**config.mk**
```make
export PLATFORM = sky130hd
export DESIGN_NAME = elevator_ctrl
export DESIGN_NICKNAME = d
export VERILOG_FILES = /design/src/rtl/elevator_ctrl.sv
export SDC_FILE = /design/constraint.sdc
export NUM_CORES = 1
export LEC_CHECK = 0
export CORE_ASPECT_RATIO = 1.25
export CORE_MARGIN = 10
export CORE_UTILIZATION = 70
export CTS_BUF_LIST = sky130_fd_sc_hd__clkbuf_4
export CTS_CLUSTER_SIZE = 40
export DETAILED_ROUTE_END_ITERATION = 8
export DONT_BUFFER_PORTS = 1
export MAX_ROUTING_LAYER = met4
export PLACE_DENSITY = 0.91
export SYNTH_ARGS = -nofsm -noshare
export SYNTH_HDL_FRONTEND = slang
export SYNTH_SLANG_ARGS = --single-unit
```
**constraint.sdc**
```tcl
create_clock -name clk -period 7.7 [get_ports clk]
set_clock_uncertainty 0.2 [all_clocks]
set_input_delay 1.155 -clock clk [delete_from_list [all_inputs] [get_ports clk]]
set_output_delay 1.155 -clock clk [all_outputs]
set_load 0.05 [all_outputs]
```
**src/rtl/elevator_ctrl.sv**
```systemverilog
// Multi-floor elevator controller: latches floor calls, serves them in SCAN order,
// times travel and door dwell, and drives the red/green boarding lamps.
module elevator_ctrl #(
  parameter int FLOORS     = 8,
  parameter int FLOOR_W    = 3,
  parameter int TRAVEL_CYC = 4,
  parameter int DOOR_CYC   = 6
) (
  input  logic               clk,
  input  logic               reset,
  input  logic [FLOORS-1:0]  req,
  output logic [FLOOR_W-1:0] floor,
  output logic               dir_up,
  output logic               moving,
  output logic               door_open,
  output logic [FLOORS-1:0]  pending,
  output logic               r,
  output logic               g
);

  typedef enum logic [1:0] {IDLE, MOVE, DOOR} state_t;

  localparam int TT_W = (TRAVEL_CYC > 1) ? $clog2(TRAVEL_CYC) : 1;
  localparam int DT_W = (DOOR_CYC > 1) ? $clog2(DOOR_CYC) : 1;
  localparam logic [TT_W-1:0] TT_LAST = TT_W'(TRAVEL_CYC - 1);
  localparam logic [DT_W-1:0] DT_LAST = DT_W'(DOOR_CYC - 1);

  state_t              state, state_nxt;
  logic [FLOOR_W-1:0]  floor_nxt, arr_f;
  logic                dir_nxt;
  logic [TT_W-1:0]     ttmr, ttmr_nxt;
  logic [DT_W-1:0]     dtmr, dtmr_nxt;
  logic [FLOORS-1:0]   pending_nxt, clr, hold;
  logic                here, above, below;

  function automatic logic any_above(input logic [FLOORS-1:0] v, input logic [FLOOR_W-1:0] f);
    logic hit;
    hit = 1'b0;
    for (int i = 0; i < FLOORS; i++)
      if (i > int'(f)) hit = hit | v[i];
    return hit;
  endfunction

  function automatic logic any_below(input logic [FLOORS-1:0] v, input logic [FLOOR_W-1:0] f);
    logic hit;
    hit = 1'b0;
    for (int i = 0; i < FLOORS; i++)
      if (i < int'(f)) hit = hit | v[i];
    return hit;
  endfunction

  function automatic logic [FLOORS-1:0] onehot(input logic [FLOOR_W-1:0] f);
    logic [FLOORS-1:0] v;
    v = '0;
    v[f] = 1'b1;
    return v;
  endfunction

  // State and datapath registers; reset aborts any move or door cycle outright
  always_ff @(posedge clk or negedge reset) begin
    if (!reset) begin
      state   <= IDLE;
      floor   <= '0;
      dir_up  <= 1'b1;
      pending <= '0;
      ttmr    <= '0;
      dtmr    <= '0;
    end else begin
      state   <= state_nxt;
      floor   <= floor_nxt;
      dir_up  <= dir_nxt;
      pending <= pending_nxt;
      ttmr    <= ttmr_nxt;
      dtmr    <= dtmr_nxt;
    end
  end

  always_comb begin
    state_nxt = state;
    floor_nxt = floor;
    dir_nxt   = dir_up;
    ttmr_nxt  = ttmr;
    dtmr_nxt  = dtmr;
    clr       = '0;
    hold      = '0;
    here      = pending[floor];
    above     = any_above(pending, floor);
    below     = any_below(pending, floor);
    arr_f     = dir_up ? floor + 1'b1 : floor - 1'b1;

    case (state)
      IDLE: begin
        if (here) begin
          state_nxt = DOOR;
          clr       = onehot(floor);
          dtmr_nxt  = '0;
        end else if (above && (dir_up || !below)) begin
          dir_nxt   = 1'b1;
          state_nxt = MOVE;
          ttmr_nxt  = '0;
        end else if (below) begin
          dir_nxt   = 1'b0;
          state_nxt = MOVE;
          ttmr_nxt  = '0;
        end
      end
      MOVE: begin
        if (ttmr == TT_LAST) begin
          floor_nxt = arr_f;
          ttmr_nxt  = '0;
          // A call arriving on the same edge as the car still stops it here
          if (pending[arr_f] | req[arr_f]) begin
            state_nxt = DOOR;
            clr       = onehot(arr_f);
            dtmr_nxt  = '0;
          end else if (dir_up ? any_above(pending, arr_f) : any_below(pending, arr_f)) begin
            state_nxt = MOVE;
          end else begin
            state_nxt = IDLE;
          end
        end else begin
          ttmr_nxt = ttmr + 1'b1;
        end
      end
      DOOR: begin
        // Pressing the current floor's button holds the door instead of queueing a call
        if (req[floor]) begin
          hold     = onehot(floor);
          dtmr_nxt = '0;
        end else if (dtmr == DT_LAST) begin
          state_nxt = IDLE;
        end else begin
          dtmr_nxt = dtmr + 1'b1;
        end
      end
      default: state_nxt = IDLE;
    endcase

    pending_nxt = (pending | (req & ~hold)) & ~clr;
  end

  always_comb begin
    moving    = (state == MOVE);
    door_open = (state == DOOR);
    g         = door_open;
    r         = ~door_open;
  end

endmodule

```
# Word-level counts from Yosys, hierarchy flattened
# Cells that the tools add are included.
# op_classes
addsub	4
magnitude_cmp	32
eq_ne	13
mux	112
bitwise	32
n_reduce_logical	14
# ops
operator	n
two-way mux 1 bit	80
two-way mux 8 bit	5
OR 1 bit	25
greater-than comparator 3 bit (first input constant)	8
two-way mux 2 bit	11
less-than comparator 3 bit (first input constant)	6
two-way mux 3 bit	6
bitwise AND 8 bit	2
inverter 8 bit	2
one-hot mux 8 bit (2 select lines)	1
binary-select mux 1 bit (select 3 bit)	4
greater-than comparator 2 x 3 -> 1 bit (first input constant)	4
less-than comparator 1 x 3 -> 1 bit (first input constant)	4
less-than comparator 2 x 3 -> 1 bit (first input constant)	4
one-hot mux 3 bit (3 select lines)	1
less-than comparator 3 x 4 -> 1 bit (second input constant)	2
OR 8 bit	1
adder 3 x 1 -> 3 bit (second input constant)	2
demux 1 bit (select 3 bit)	2
>= comparator 3 x 1 -> 1 bit (second input constant)	2
greater-than comparator 1 x 3 -> 1 bit (first input constant)	2
inequality test 2 x 1 -> 1 bit (second input constant)	3
inequality test 2 bit (second input constant)	3
inequality test 3 bit (second input constant)	2
19 further kinds	25
# word_totals
reg_bits	19
in_bits	10
output_inout_bits	16
wordCells	213

# Logic depth before layout (Yosys ltp)
# depth
word_depth	43
ltp_mapped	10
mapped_depth_nobuf	8

# Worst setup path after synthesis
# OpenSTA, ideal clock, no wires.
# synth_path
path_type	flip-flop to flip-flop
from	reg floor[0]
to	reg pending[5]
setup_time_ns	0.119
arrival_ns	2.938
slack_ns	4.443
stages_incl_launch_ff	11
path_buffers	2
path_cell_list	dfrtp_1 inv_1 buf_2 ha_1 buf_4 xnor2_4 o21ai_0 o221a_4 or4_4 o22a_1 o21a_1
# synth_between
elab_chain_len	11
elab_cells_between_ends	33
classes_between	add/sub: 2; order compare: 4; mux: 19; bitwise: 6; reduce/logical: 2
# synth_lines
item	line_no	source
start: declaration	12	output logic [FLOOR_W-1:0] floor,
start signal: assignment	70	floor <= floor_nxt;
subtractor 3 x 1 -> 3 bit / adder 3 x 1 -> 3 bit (equally long branches)	89	arr_f = dir_up ? floor + 1'b1 : floor - 1'b1;
two-way mux 3 bit	89	
less-than comparator 3 x 4 -> 1 bit (not written as such) / >= comparator 3 x 1 -> 1 bit (equally long branches)	55	v[f] = 1'b1;
logical AND 1 bit (not written as such)	55	
two-way mux 1 bit (not written as such)	55	
demux 1 bit (select 3 bit)	55	
two-way mux 8 bit	112	if (pending[arr_f] | req[arr_f]) begin
two-way mux 8 bit	108	if (ttmr == TT_LAST) begin
one-hot mux 8 bit (2 select lines)	91	case (state)
inverter 8 bit	139	pending_nxt = (pending | (req & ~hold)) & ~clr;
bitwise AND 8 bit (*)	139	
via pending_nxt[5]	33	logic [FLOORS-1:0] pending_nxt, clr, hold;
end signal: assignment	72	pending <= pending_nxt;
end: declaration	16	output logic [FLOORS-1:0] pending,
# Mark *: on every way through the listed nets, which the timed path passes. The rest lies on a longest branch. The select of a mux whose other input is x is not followed.
# A chain may end at the register's enable or synchronous reset.

# Worst setup path in the final report
# layout_path
from	reg floor[1]
to	reg pending[5]
# The elaborated chain is that of the path after synthesis.

==> impl_metrics.ini <==
[outcome]
outcome = finished clean

[synthesis]
async_flop_share_pct = 100
synth-edff-count = 0
ys_seq_elements = 19
synth_nets = 229
yosysSeqAreaShare_pct = 27.9
synth_top_area_share_pct = 26.3
syn_inst = 210
ys_warn_count = 0
syn-cell-area_mm2 = 0.00171
synth_ff_type = dfrtp_1
synth.distinct_cells = 52
synth.area.top_cells = dfrtp_1 (26%), a21oi_1 (6.7%), ha_1 (6.6%)
synth_top_area_cell = dfrtp_1
avgSynthCellArea_um2 = 8.15

[cts]
clk_pin_slew_ps = 120
cts-resized-gates = 0
hold_buffers = 0
cts_buffers = 3
clk_path_buf_depth = 2
cts_max_level = 1
post_cts_buffers = 0
clock_sinks = 19
cts_tree = done
clock_latency_ps = 310
root_buffer = clkbuf_4

[floorplan]
core_mm2 = 0.00238
die_x_um = 64.2
initial_core_util_pct = 72.0
die_y_um = 75.3
pin_count = 26
fp.dieArea_mm2 = 0.00484
row_count = 20

[timing]
fin_crit_ps = 3830
rsz0062_at_grt = no
worst_pin_slew_ps = 1040
slew_viol_final = 0
slew_headroom_pct = 30.6
finalSetupViolations = 0
hold_viol_final = 0
tns_ps = 0
fmax_mhz = 261
finalCritPeriodShare_pct = 49.8

[route]
firstDrtPassIters = 5
wirelength_mm = 4.64
wire_per_inst_um = 19.7
vias = 1666
drc = 0
ant_nets = 0
first_iter_violations = 121
avgViaCountPerCell = 7.06

[cells_and_area]
final_area_mm2 = 0.00172
multi_input_area_mm2 = 0.00112
final_cell_mix = a21oi_1 (23), o21ai_0 (20), nor2_1 (19)
num_antenna_cells = 0
stdcell_count = 236
final_common_cell = a21oi_1
final_layout_size_suffix_gt1_share_pct = 6.90
n_fill_cell = 191
nets = 223
area_delta_synth_final_pct = 0.658
ff_latch_area_um2 = 477

[global_route]
met3_usage_pct = 4.02
antenna_found_initial = 0
grt.overflow.total = 0
grt.busiest_layer = met2
grt.met2_usage_pct = 32.7
grt_max_degree = 35
grt_pass1_wl_mm = 7.57
grt_pass1_vias = 1522
met1_usage_pct = 23.4
grt_util_all_layers_pct = 19.8

[critical_path]
crit_path_start_kind = register
path_cells = inv_1, ha_1, xnor2_4, o21ai_0, o221a_4, or4_4, o22a_1, o21a_1
cp_slowest_cell = dfrtp_1
crit_fanout = 20
crit_path_end_kind = register
cp.arrival_ps = 3840
critical_path_class = reg -> reg
max_stage_delay_ps = 1050
crit_required_ps = 7710

[placed_design]
io_buffers = 0
place_inst = 232
gp_congestion = 0.950
hpwl_mm = 3.37
placedInstanceArea_mm2 = 0.00170

[pwr]
p_leak_nw = 0.773
vdd_ir_drop_max_uv = 142
power_density_mw_per_mm2 = 154

[worst_hold_path]
hp-class = in -> async

[job]
cap_violations = 0
-- routing by layer --
layer / up-vias / part of all wire, % / wire (um)
met5: - / 0 / 0
met4: 0 / 2.3 / 109
met3: 15 / 12 / 546
met2: 110 / 48 / 2230
met1: 768 / 38 / 1760
li1: 773 / - / -
-- cell usage after synthesis (2+ instances only) --
cell	count
dfrtp_1	18
o31ai_1	2
o311ai_0	2
buf_4	2
nor2b_1	2
clkbuf_1	3
inv_1	10
nor3_1	9
o2bb2ai_1	2
nand2b_1	8
nand3_1	3
o221ai_1	2
buf_2	7
o21ai_0	20
nor2_1	19
o211ai_1	2
mux2i_1	8
mux2_2	3
o21a_1	2
a21oi_1	23
a21o_1	4
o22ai_1	6
or3_1	3
a211oi_1	3
ha_1	9
nand2_1	12
-- stage by stage --
stage	utilization [%]	hold slack [ps]	setup slack (ps)	power, mW
CTS	72.5	322	3940	0.264
floorplan	-	265	4440	0.196
global placement	71.3	274	4140	0.207
finish	72.5	321	3870	0.265
global route	72.5	308	3770	0.282
detailed placement	71.3	310	3980	0.212
-- sequential cells by signal, indices dropped and copies added (netlist names) --
signal / flops
dtmr: 3
ttmr: 2
dir_up: 1
pending: 8
state: 2
floor: 3
-- final timing paths --
| check | from | cells after the start | end | slack [ps] |
|---|---|---|---|---|
| worst max-delay path | floor[1] | 8 | pending[5] | 3870 |
| worst min-delay path | reset | 0 | pending[6] | 320 |
| worst max register to register | floor[1] | 8 | pending[5] | 3870 |
| worst min register to register | dtmr[2] | 1 | dtmr[2] | 330 |
| max in group asynchronous | reset | 0 | dir_up | 6810 |
| min in group clk | dtmr[2] | 1 | dtmr[2] | 330 |
-- worst max-delay path, delay by kind of cell, from the launching register on --
family / cells / cell delay [ps]
adder cells (fa/ha/maj): 1 / 540
flip-flops: 1 / 1050
AO/OA/AOI/OAI: 4 / 810
AND/OR/NAND/NOR: 1 / 530
XOR/XNOR: 1 / 320
buffers and inverters: 1 / 290
-- power breakdown --
group          internal (mW)  total, mW  switching [mW]
sequential             0.108      0.130          0.0219
clock                 0.0194     0.0534          0.0340
combinational         0.0299     0.0819          0.0520
total                  0.157      0.265           0.108
-- layout make-up --
class / count / area share, %
multi-input combinational: 168 / 65.3
sequential: 19 / 27.7
inverter: 10 / 2.18
tap: 33 / 2.40
clock inverter: 1 / 0.290
clock buffer: 3 / 1.31
timing repair buffer: 2 / 0.871
-- cell families after synthesis --
family          share of synthesized area, %
xor+xnor                                3.58
flops                                   27.9
compound gates                          32.0
buf+inv                                 6.43
mux                                     6.65
fa+ha+maj                               6.58
simple gates                            16.9
No activity file was read; power rests on OpenSTA's default activity.
